**src/rtl/gpu_pixel_writebuf.sv**
```systemverilog
// Pixel write buffer: queues rasterised pixels and turns each into one framebuffer SRAM write.
// Optional GPU_PIXBUF_BOUNDS_CHECK_EN drops off-screen pixels and counts them on drop_count.
//
// state       | meaning
// ------------+---------------------------------------------------
// S_IDLE      | no access; ce_n/we_n high, addr/data hold
// S_SETUP     | pixel address/data presented, ce_n low, we_n high
// S_WRITE     | we_n low for WAIT_CYCLES cycles
// S_CLR_SETUP | clear address/data presented, ce_n low, we_n high
// S_CLR_WRITE | we_n low for WAIT_CYCLES cycles, then next clear address
module gpu_pixel_writebuf #(
    parameter int CHANNEL_BITS = 8,
    parameter int NUM_CHANNELS = 3,
    parameter int WIDTH_BITS   = 9,
    parameter int HEIGHT_BITS  = 9,
    parameter int FB_WIDTH     = 480,
    parameter int FB_HEIGHT    = 272,
    parameter int FIFO_DEPTH   = 8,
    parameter int WAIT_CYCLES  = 1
) (
    input  logic                                   clk,
    input  logic                                   rst,
    input  logic                                   pix_valid,
    output logic                                   pix_ready,
    input  logic [WIDTH_BITS-1:0]                  pix_x,
    input  logic [HEIGHT_BITS-1:0]                 pix_y,
    input  logic [NUM_CHANNELS*CHANNEL_BITS-1:0]   pix_color,
    input  logic                                   flush_req,
    input  logic [NUM_CHANNELS*CHANNEL_BITS-1:0]   clear_color,
    output logic                                   flush_busy,
    output logic [WIDTH_BITS+HEIGHT_BITS-1:0]      sram_addr,
    output logic [NUM_CHANNELS*CHANNEL_BITS-1:0]   sram_data,
    output logic                                   sram_ce_n,
    output logic                                   sram_we_n,
    output logic                                   sram_oe_n,
    output logic [$clog2(FIFO_DEPTH+1)-1:0]        fifo_count
`ifdef GPU_PIXBUF_BOUNDS_CHECK_EN
    ,
    output logic [15:0]                            drop_count
`endif
);

    localparam int DW    = NUM_CHANNELS * CHANNEL_BITS;
    localparam int AW    = WIDTH_BITS + HEIGHT_BITS;
    localparam int PW    = $clog2(FIFO_DEPTH);
    localparam int CNT_W = $clog2(FIFO_DEPTH + 1);
    localparam int WW    = $clog2(WAIT_CYCLES + 1);

    localparam logic [CNT_W-1:0] FULL_CNT  = CNT_W'(FIFO_DEPTH);
    localparam logic [AW-1:0]    CLR_LAST  = AW'(FB_WIDTH * FB_HEIGHT - 1);
    localparam logic [WW-1:0]    WAIT_LOAD = WW'(WAIT_CYCLES - 1);

    typedef enum logic [2:0] {
        S_IDLE,
        S_SETUP,
        S_WRITE,
        S_CLR_SETUP,
        S_CLR_WRITE
    } state_t;

    state_t            state;
    logic [WW-1:0]     wait_cnt;
    logic [DW-1:0]     clear_latch;

    logic [AW-1:0]     fifo_addr [FIFO_DEPTH];
    logic [DW-1:0]     fifo_data [FIFO_DEPTH];
    logic [PW-1:0]     wr_ptr;
    logic [PW-1:0]     rd_ptr;
    logic              fifo_empty;
    logic              accept;
    logic              push;
    logic              pop;
    logic [AW-1:0]     push_addr;

    assign sram_oe_n  = 1'b1;
    assign fifo_empty = (fifo_count == '0);
    assign pix_ready  = (fifo_count != FULL_CNT) && !flush_busy;
    assign accept     = pix_valid && pix_ready;
    assign push_addr  = AW'(pix_y) * AW'(FB_WIDTH) + AW'(pix_x);

`ifdef GPU_PIXBUF_BOUNDS_CHECK_EN
    localparam logic [31:0] FB_W_U = 32'(FB_WIDTH);
    localparam logic [31:0] FB_H_U = 32'(FB_HEIGHT);

    logic in_range;

    assign in_range = (32'(pix_x) < FB_W_U) && (32'(pix_y) < FB_H_U);
    assign push     = accept && in_range;

    always_ff @(posedge clk) begin
        if (rst) begin
            drop_count <= '0;
        end else if (accept && !in_range && drop_count != 16'hFFFF) begin
            drop_count <= drop_count + 16'd1;
        end
    end
`else
    assign push = accept;
`endif

    // The head entry is consumed on the same edge that loads it onto the SRAM bus.
    assign pop = !fifo_empty &&
                 ((state == S_IDLE) || (state == S_WRITE && wait_cnt == '0));

    always_ff @(posedge clk) begin
        if (push) begin
            fifo_addr[wr_ptr] <= push_addr;
            fifo_data[wr_ptr] <= pix_color;
        end
    end

    always_ff @(posedge clk) begin
        if (rst) begin
            wr_ptr     <= '0;
            rd_ptr     <= '0;
            fifo_count <= '0;
        end else begin
            if (push) wr_ptr <= wr_ptr + PW'(1);
            if (pop)  rd_ptr <= rd_ptr + PW'(1);
            if (push && !pop)
                fifo_count <= fifo_count + CNT_W'(1);
            else if (pop && !push)
                fifo_count <= fifo_count - CNT_W'(1);
        end
    end

    always_ff @(posedge clk) begin
        if (rst) begin
            state       <= S_IDLE;
            wait_cnt    <= '0;
            clear_latch <= '0;
            flush_busy  <= 1'b0;
            sram_addr   <= '0;
            sram_data   <= '0;
            sram_ce_n   <= 1'b1;
            sram_we_n   <= 1'b1;
        end else begin
            if (flush_req && !flush_busy) begin
                flush_busy  <= 1'b1;
                clear_latch <= clear_color;
            end

            case (state)
                S_IDLE: begin
                    if (!fifo_empty) begin
                        state     <= S_SETUP;
                        sram_ce_n <= 1'b0;
                        sram_we_n <= 1'b1;
                        sram_addr <= fifo_addr[rd_ptr];
                        sram_data <= fifo_data[rd_ptr];
                    end else if (flush_busy) begin
                        state     <= S_CLR_SETUP;
                        sram_ce_n <= 1'b0;
                        sram_we_n <= 1'b1;
                        sram_addr <= '0;
                        sram_data <= clear_latch;
                    end
                end

                S_SETUP: begin
                    state     <= S_WRITE;
                    sram_we_n <= 1'b0;
                    wait_cnt  <= WAIT_LOAD;
                end

                S_WRITE: begin
                    if (wait_cnt != '0) begin
                        wait_cnt <= wait_cnt - WW'(1);
                    end else if (!fifo_empty) begin
                        state     <= S_SETUP;
                        sram_we_n <= 1'b1;
                        sram_addr <= fifo_addr[rd_ptr];
                        sram_data <= fifo_data[rd_ptr];
                    end else begin
                        state     <= S_IDLE;
                        sram_ce_n <= 1'b1;
                        sram_we_n <= 1'b1;
                    end
                end

                S_CLR_SETUP: begin
                    state     <= S_CLR_WRITE;
                    sram_we_n <= 1'b0;
                    wait_cnt  <= WAIT_LOAD;
                end

                S_CLR_WRITE: begin
                    if (wait_cnt != '0) begin
                        wait_cnt <= wait_cnt - WW'(1);
                    end else if (sram_addr == CLR_LAST) begin
                        state      <= S_IDLE;
                        sram_ce_n  <= 1'b1;
                        sram_we_n  <= 1'b1;
                        flush_busy <= 1'b0;
                    end else begin
                        state     <= S_CLR_SETUP;
                        sram_we_n <= 1'b1;
                        sram_addr <= sram_addr + AW'(1);
                    end
                end

                default: begin
                    state     <= S_IDLE;
                    sram_ce_n <= 1'b1;
                    sram_we_n <= 1'b1;
                end
            endcase
        end
    end

endmodule
```
**config.mk**
```make
export PLATFORM = sky130hd
export DESIGN_NAME = gpu_pixel_writebuf
export DESIGN_NICKNAME = d
export VERILOG_FILES = /design/src/rtl/gpu_pixel_writebuf.sv
export SDC_FILE = /design/constraint.sdc
export NUM_CORES = 1
export LEC_CHECK = 0
export CORE_MARGIN = 10
export CORE_UTILIZATION = 35
export DETAILED_ROUTE_END_ITERATION = 10
export DONT_BUFFER_PORTS = 1
export GPL_ROUTABILITY_DRIVEN = 0
export PLACE_DENSITY = 0.5
export RECOVER_POWER = 25
export SETUP_SLACK_MARGIN = 0.2
export SYNTH_ARGS = -nofsm -noshare
export SYNTH_HDL_FRONTEND = slang
export SYNTH_SLANG_ARGS = --single-unit
```
**constraint.sdc**
```tcl
create_clock -name clk -period 10.1 [get_ports clk]
set_input_delay 1.01 -clock clk [delete_from_list [all_inputs] [get_ports clk]]
set_output_delay 1.01 -clock clk [all_outputs]
set_load 0.01 [all_outputs]
```
After elaboration in Yosys (flattened, before gate mapping)
Memories as Yosys holds them, arrays and structs flattened. A register that Yosys moved wholly into a read port is not among the register bits. Cells that the tools add are included. W data, S select, Z words.

Multiplexer cells: 44. Bitwise logic cells: 2. Equal/unequal tests: 14. Reduce and logical (&&, ||, !) cells: 25. Add/sub/neg operators: 7. $mul: 1.

Operator list (count): $mux W18 (6); $mux W24 (4); $pmux W18 S3 (1); $pmux W24 S2 (1); $mux W3 (8); $add A18 B1 Y18 const B (1); $add A18 B9 Y18 (1); $eq A18 B17 Y1 const B (1); $mux W1 (17); $pmux W3 S5 (1); $ne A2 B2 Y1 const B (7); $mul A9 B4 Y13 const B (1); $reduce_and A6 Y1 (2); $mux W4 (2); $logic_and A1 B1 Y1 (7); $add A3 B1 Y3 const B (2); $eq A3 B2 Y1 const B (2); $reduce_bool A2 Y1 (3); $add A4 B1 Y4 const B (1); $logic_not A1 Y1 (4); $logic_not A4 Y1 (1); $ne A4 B4 Y1 const B (1); $pmux W1 S4 (1); $reduce_and A4 Y1 (1); other kinds (15) (17).

Memory bits (writable): 336. Output and inout bits: 51. Register bits after elaboration: 83. Memories kept: 2. Logic and storage cells: 106. Bits of input ports: 70.

Memories: fifo_data (words 8, bits a word 24, rd ports 1, clocked after Yosys merged registers in 1, wr ports 1, RTL line 66) `logic [DW-1:0] fifo_data [FIFO_DEPTH];`; fifo_addr (words 8, bits a word 18, rd ports 1, clocked after Yosys merged registers in 1, wr ports 1, RTL line 65) `logic [AW-1:0] fifo_addr [FIFO_DEPTH];`.

Logic depth before layout (Yosys ltp)
Word-level depth: 7. Depth in mapped cells: 13. Gate-level depth less buffers: 12.

Worst setup path before layout
OpenSTA, ideal clock, no wires.

Path kind: input-to-reg. Start: in pix_valid. End: mem fifo_addr[0][0] (netlist name) (enable). Path slack: 5267 ps. Arrival time: 4340 ps. Path buffers: 1. Cell stages on the path: 4. Setup time: 494 ps. Cell sequence: and2_1 -> clkbuf_1 -> nand2b_1 -> nor3_1.

Word-level cells in the longest chain between the ends: 3.

RTL lines: from (decl) (RTL line 23) `input logic pix_valid,`; $logic_and A1 B1 Y1 (RTL line 78) `assign accept = pix_valid && pix_ready;`; net accept (RTL line 70) `logic accept;`; $mux W1 (RTL line 106) `if (push) begin`; $mux W1 (implied by the code) (RTL line 107) `fifo_addr[wr_ptr] <= push_addr;`; to (decl) (RTL line 65).

The timed path passes the listed nets, and every way through them passes these cells.

Worst setup path after layout
Start: in pix_y[5]. End: mem fifo_addr[4][17] (netlist name), data pin.

Word-level cells in the longest chain between the ends: 2.

RTL lines: from (decl) (RTL line 26) `input logic [HEIGHT_BITS-1:0] pix_y,`; $mul A9 B4 Y13 (RTL line 79) `assign push_addr = AW'(pix_y) * AW'(FB_WIDTH) + AW'(pix_x);`; $add A18 B9 Y18 (RTL line 79); net push_addr[17] (RTL line 73) `logic [AW-1:0] push_addr;`.

The timed path passes the listed nets, and every way through them passes these cells.

==> metrics.cfg <==
[timing]
setup_tns_ps = 0
timing_worst_slew_pin_value_ps = 1120
slew_viol_final = 0
slew-limit-headroom_pct = 25.2
period_share_pct = 40.2
fin_worst_skew_ps = 25.3
hold_viol_final = 0
fmax_mhz = 246
setup_repair_after_global_routing_missed_its_margin = no
setup_viol = 0
layout_min_cycle_time_ps = 4060

[yosys]
synth-compound-area-share_pct = 6.07
synth-seq-area-share_pct = 67.1
synth_adder_area_share_pct = 3.79
postSynth.asyncResetShare_pct = 0
synth_enable_flop_cells = 336
synth-xor-area-share_pct = 1.20
synthDistinctLibCells = 55
postSynth.topFlopCell = sky130_fd_sc_hd__edfxtp_1
synth.avg_cell_area_um2 = 15.5
yosys-top-cells-area = sky130_fd_sc_hd__edfxtp_1 (57%), sky130_fd_sc_hd__mux4_2 (11%), sky130_fd_sc_hd__dfxtp_1 (9.7%)
syn-num-nets = 1245
synth_seq_cells = 421
synth_top_cell_by_area = sky130_fd_sc_hd__edfxtp_1
post-synth-top-area-fraction_pct = 57.4
synth.cell_area_um2 = 17600
yosys_warnings = 0
post_synth_mux_area_share_pct = 13.3
postSynthCellCount = 1132
post_synth_and_or_nand_nor_area_fraction_pct = 6.05
largest_family_of_logic_cells_by_synthesized_area = multiplexers

[floorplanning]
initial_utilization_pct = 35.2
dieHeight_um = 244
rows = 82
design.core.area_um2 = 49900
dieWidth_um = 244
io_pins = 121
die_ar_um2 = 59600

[final_layout]
drive_gt1_share_pct = 15.1
fin_util_pct = 39.5
fillers = 4634
layout.cell_area.non_filler_um2 = 19700
nets = 1242
insertedDiodeCount = 0
syn2layout_area_growth_pct = 12.0

[grt]
initial_antenna_violation_count = 1
first_pass_grt_wire_length_um = 61400
gr-total-overflow = 0
number_of_global_route_vias_before_repair = 9565
grt.total_usage_pct = 13.5
grt_max_degree = 83

[power]
irDropWorstVdd_uv = 104
finalPower_uw = 5150
pwr_density_cell_nw_per_um2 = 262
p_leak_uw = 0.00629

[flow_run]
drv_cap = 0

[clock_tree]
cts_max_path_buffers = 3
cts-buffers-inserted = 45
root_buffer = sky130_fd_sc_hd__clkbuf_16
clock_tree_from_tritoncts = yes
cts.hold.buffers_added = 0
h-tree-depth = 2
path_clk_slew_ps = 60
cts.sinks = 421
post-cts-setup-buffers = 0
post_cts.resized_instances = 0
insertion_delay_ps = 570

[setup_path]
worstSetupEndpointType = flip-flop
crit_path_max_fanout = 8
worst_setup_path_start_kind = input port
endpoint_required_time_on_the_critical_path_ps = 10400
crit_type = in2reg
worst-endpoint-arrival_ps = 4350

[detailed_routing]
ant_nets = 0
drt-wirelength-per-cell_um = 22.0
drt_pre_antenna_iters = 5
routed_via_density = 5.07
num_vias = 9318
drtIter0Drc = 591
routed_wirelength_um = 40400
route.detailed.drc = 0

[placed_design]
place_area_um2 = 18300
i_o_buffers = 0
dp_hpwl_um = 24800

[worst_hold_path]
min_path_type = reg2reg

[outcome]
status = completed

layout make-up:
cell class              instances  area (µm²)  area share [%]
clock buffers                  65        1260            6.42
clock inverters                18         111           0.566
inverters                      40         150           0.763
multi-input cells             609        5420            27.5
flip-flops and latches        421       11800            60.0
repair buffers                 12        90.1           0.458
well taps                     672         841            4.27
cell families (layout without fill, tap and decap cells):
logic type | count (synthesis) | count (layout)
AO/OA/AOI/OAI | 176 | 176
XOR/XNOR | 24 | 24
adder cells (fa/ha/maj) | 43 | 43
buffers and inverters | 102 | 135
flip-flops | 421 | 421
multiplexers | 129 | 129
other | 1 | 1
AND/OR/NAND/NOR | 236 | 236
synthesized netlist by cell type, drive strengths merged, types with 5 or more instances:
cell      n
mux4     84
buf      22
a21oi    83
xor2      9
ha       26
nand4     6
mux2i    44
o32ai    10
dfxtp    85
o211ai   24
a31oi     5
clkbuf   40
o22ai     8
nor2     35
nand2   140
inv      40
nand3    10
edfxtp  336
fa       17
a21o      6
o21ai    24
xnor2    15
nor3     12
nand2b    8
worst paths after layout:
| kind | startpoint | endpoint | cells past startpoint | slack [ps] |
|---|---|---|---|---|
| setup / recovery | pix_y[5] | fifo_addr[4][17] | 12 | 6040 |
| hold / removal | clear_latch[22] | clear_latch[22] | 2 | 450 |
| setup reg to reg | fifo_count[0] | fifo_data[1][14] | 6 | 6570 |
| hold reg to reg | clear_latch[22] | clear_latch[22] | 2 | 450 |
state kept, by name, summed over array words and instances, names as in the netlist, named ones only:
| register | count |
|---|---|
| sram_data | 24 |
| sram_ce_n | 1 |
| flush_busy | 1 |
| sram_addr | 18 |
| wr_ptr | 3 |
| state | 3 |
| fifo_addr | 144 |
| rd_ptr | 3 |
| sram_we_n | 1 |
| fifo_count | 4 |
| clear_latch | 24 |
| fifo_data | 192 |
critical path: stages:
cell and delay (ps):
sky130_fd_sc_hd__inv_1 170, sky130_fd_sc_hd__fa_1 480, sky130_fd_sc_hd__fa_1 510, sky130_fd_sc_hd__inv_1 40
sky130_fd_sc_hd__ha_1 350, sky130_fd_sc_hd__a21oi_1 200, sky130_fd_sc_hd__nand2_1 90, sky130_fd_sc_hd__o21ai_1 300
sky130_fd_sc_hd__nand2_1 180, sky130_fd_sc_hd__nor3_1 390, sky130_fd_sc_hd__nand4_1 160, sky130_fd_sc_hd__xnor2_1 470
layout by cell type (no fill, tap or decap), types with 16 or more instances in the layout:
master	synthesis	layout
sky130_fd_sc_hd__ha_1	26	26
sky130_fd_sc_hd__o21ai_0	21	21
sky130_fd_sc_hd__dfxtp_1	85	82
sky130_fd_sc_hd__o211ai_1	24	24
sky130_fd_sc_hd__clkbuf_16	0	47
sky130_fd_sc_hd__nor2_1	35	29
sky130_fd_sc_hd__mux2i_1	44	44
sky130_fd_sc_hd__inv_1	40	40
sky130_fd_sc_hd__a21oi_1	83	83
sky130_fd_sc_hd__fa_1	17	17
sky130_fd_sc_hd__edfxtp_1	336	336
sky130_fd_sc_hd__mux4_2	84	84
sky130_fd_sc_hd__nand2_1	139	138
sky130_fd_sc_hd__clkbuf_1	40	16
stage by stage:
| stage | hold WS, ps | worst slack [ps] | std cells |
|---|---|---|---|
| finish | 448 | 6040 | 1837 |
| global route | 462 | 5610 | 1837 |
| CTS | 448 | 6020 | 1837 |
| detailed placement | 440 | 5410 | 1754 |
| global placement | 436 | 5480 | 1754 |
| floorplan | 436 | 5270 | 1132 |
where the power goes:
part / leakage, µW / switching, µW / total, µW / internal (µW)
clock network: 0.000668 / 657 / 1530 / 872
logic: 0.00188 / 728 / 1250 / 526
registers: 0.00374 / 250 / 2370 / 2120
total: 0.00629 / 1640 / 5150 / 3520
metal layers:
layer / routed length [µm] / part of all wire, % / GRT usage, % / vias up
met4: 839 / 2.1 / 3.98 / 0
li1: - / - / - / 4320
met3: 2720 / 6.7 / 3.59 / 56
met5: 0 / 0 / 0 / -
met2: 18800 / 47 / 21.4 / 218
met1: 18000 / 45 / 17.9 / 4724
(Power assumes the default switching activity.)
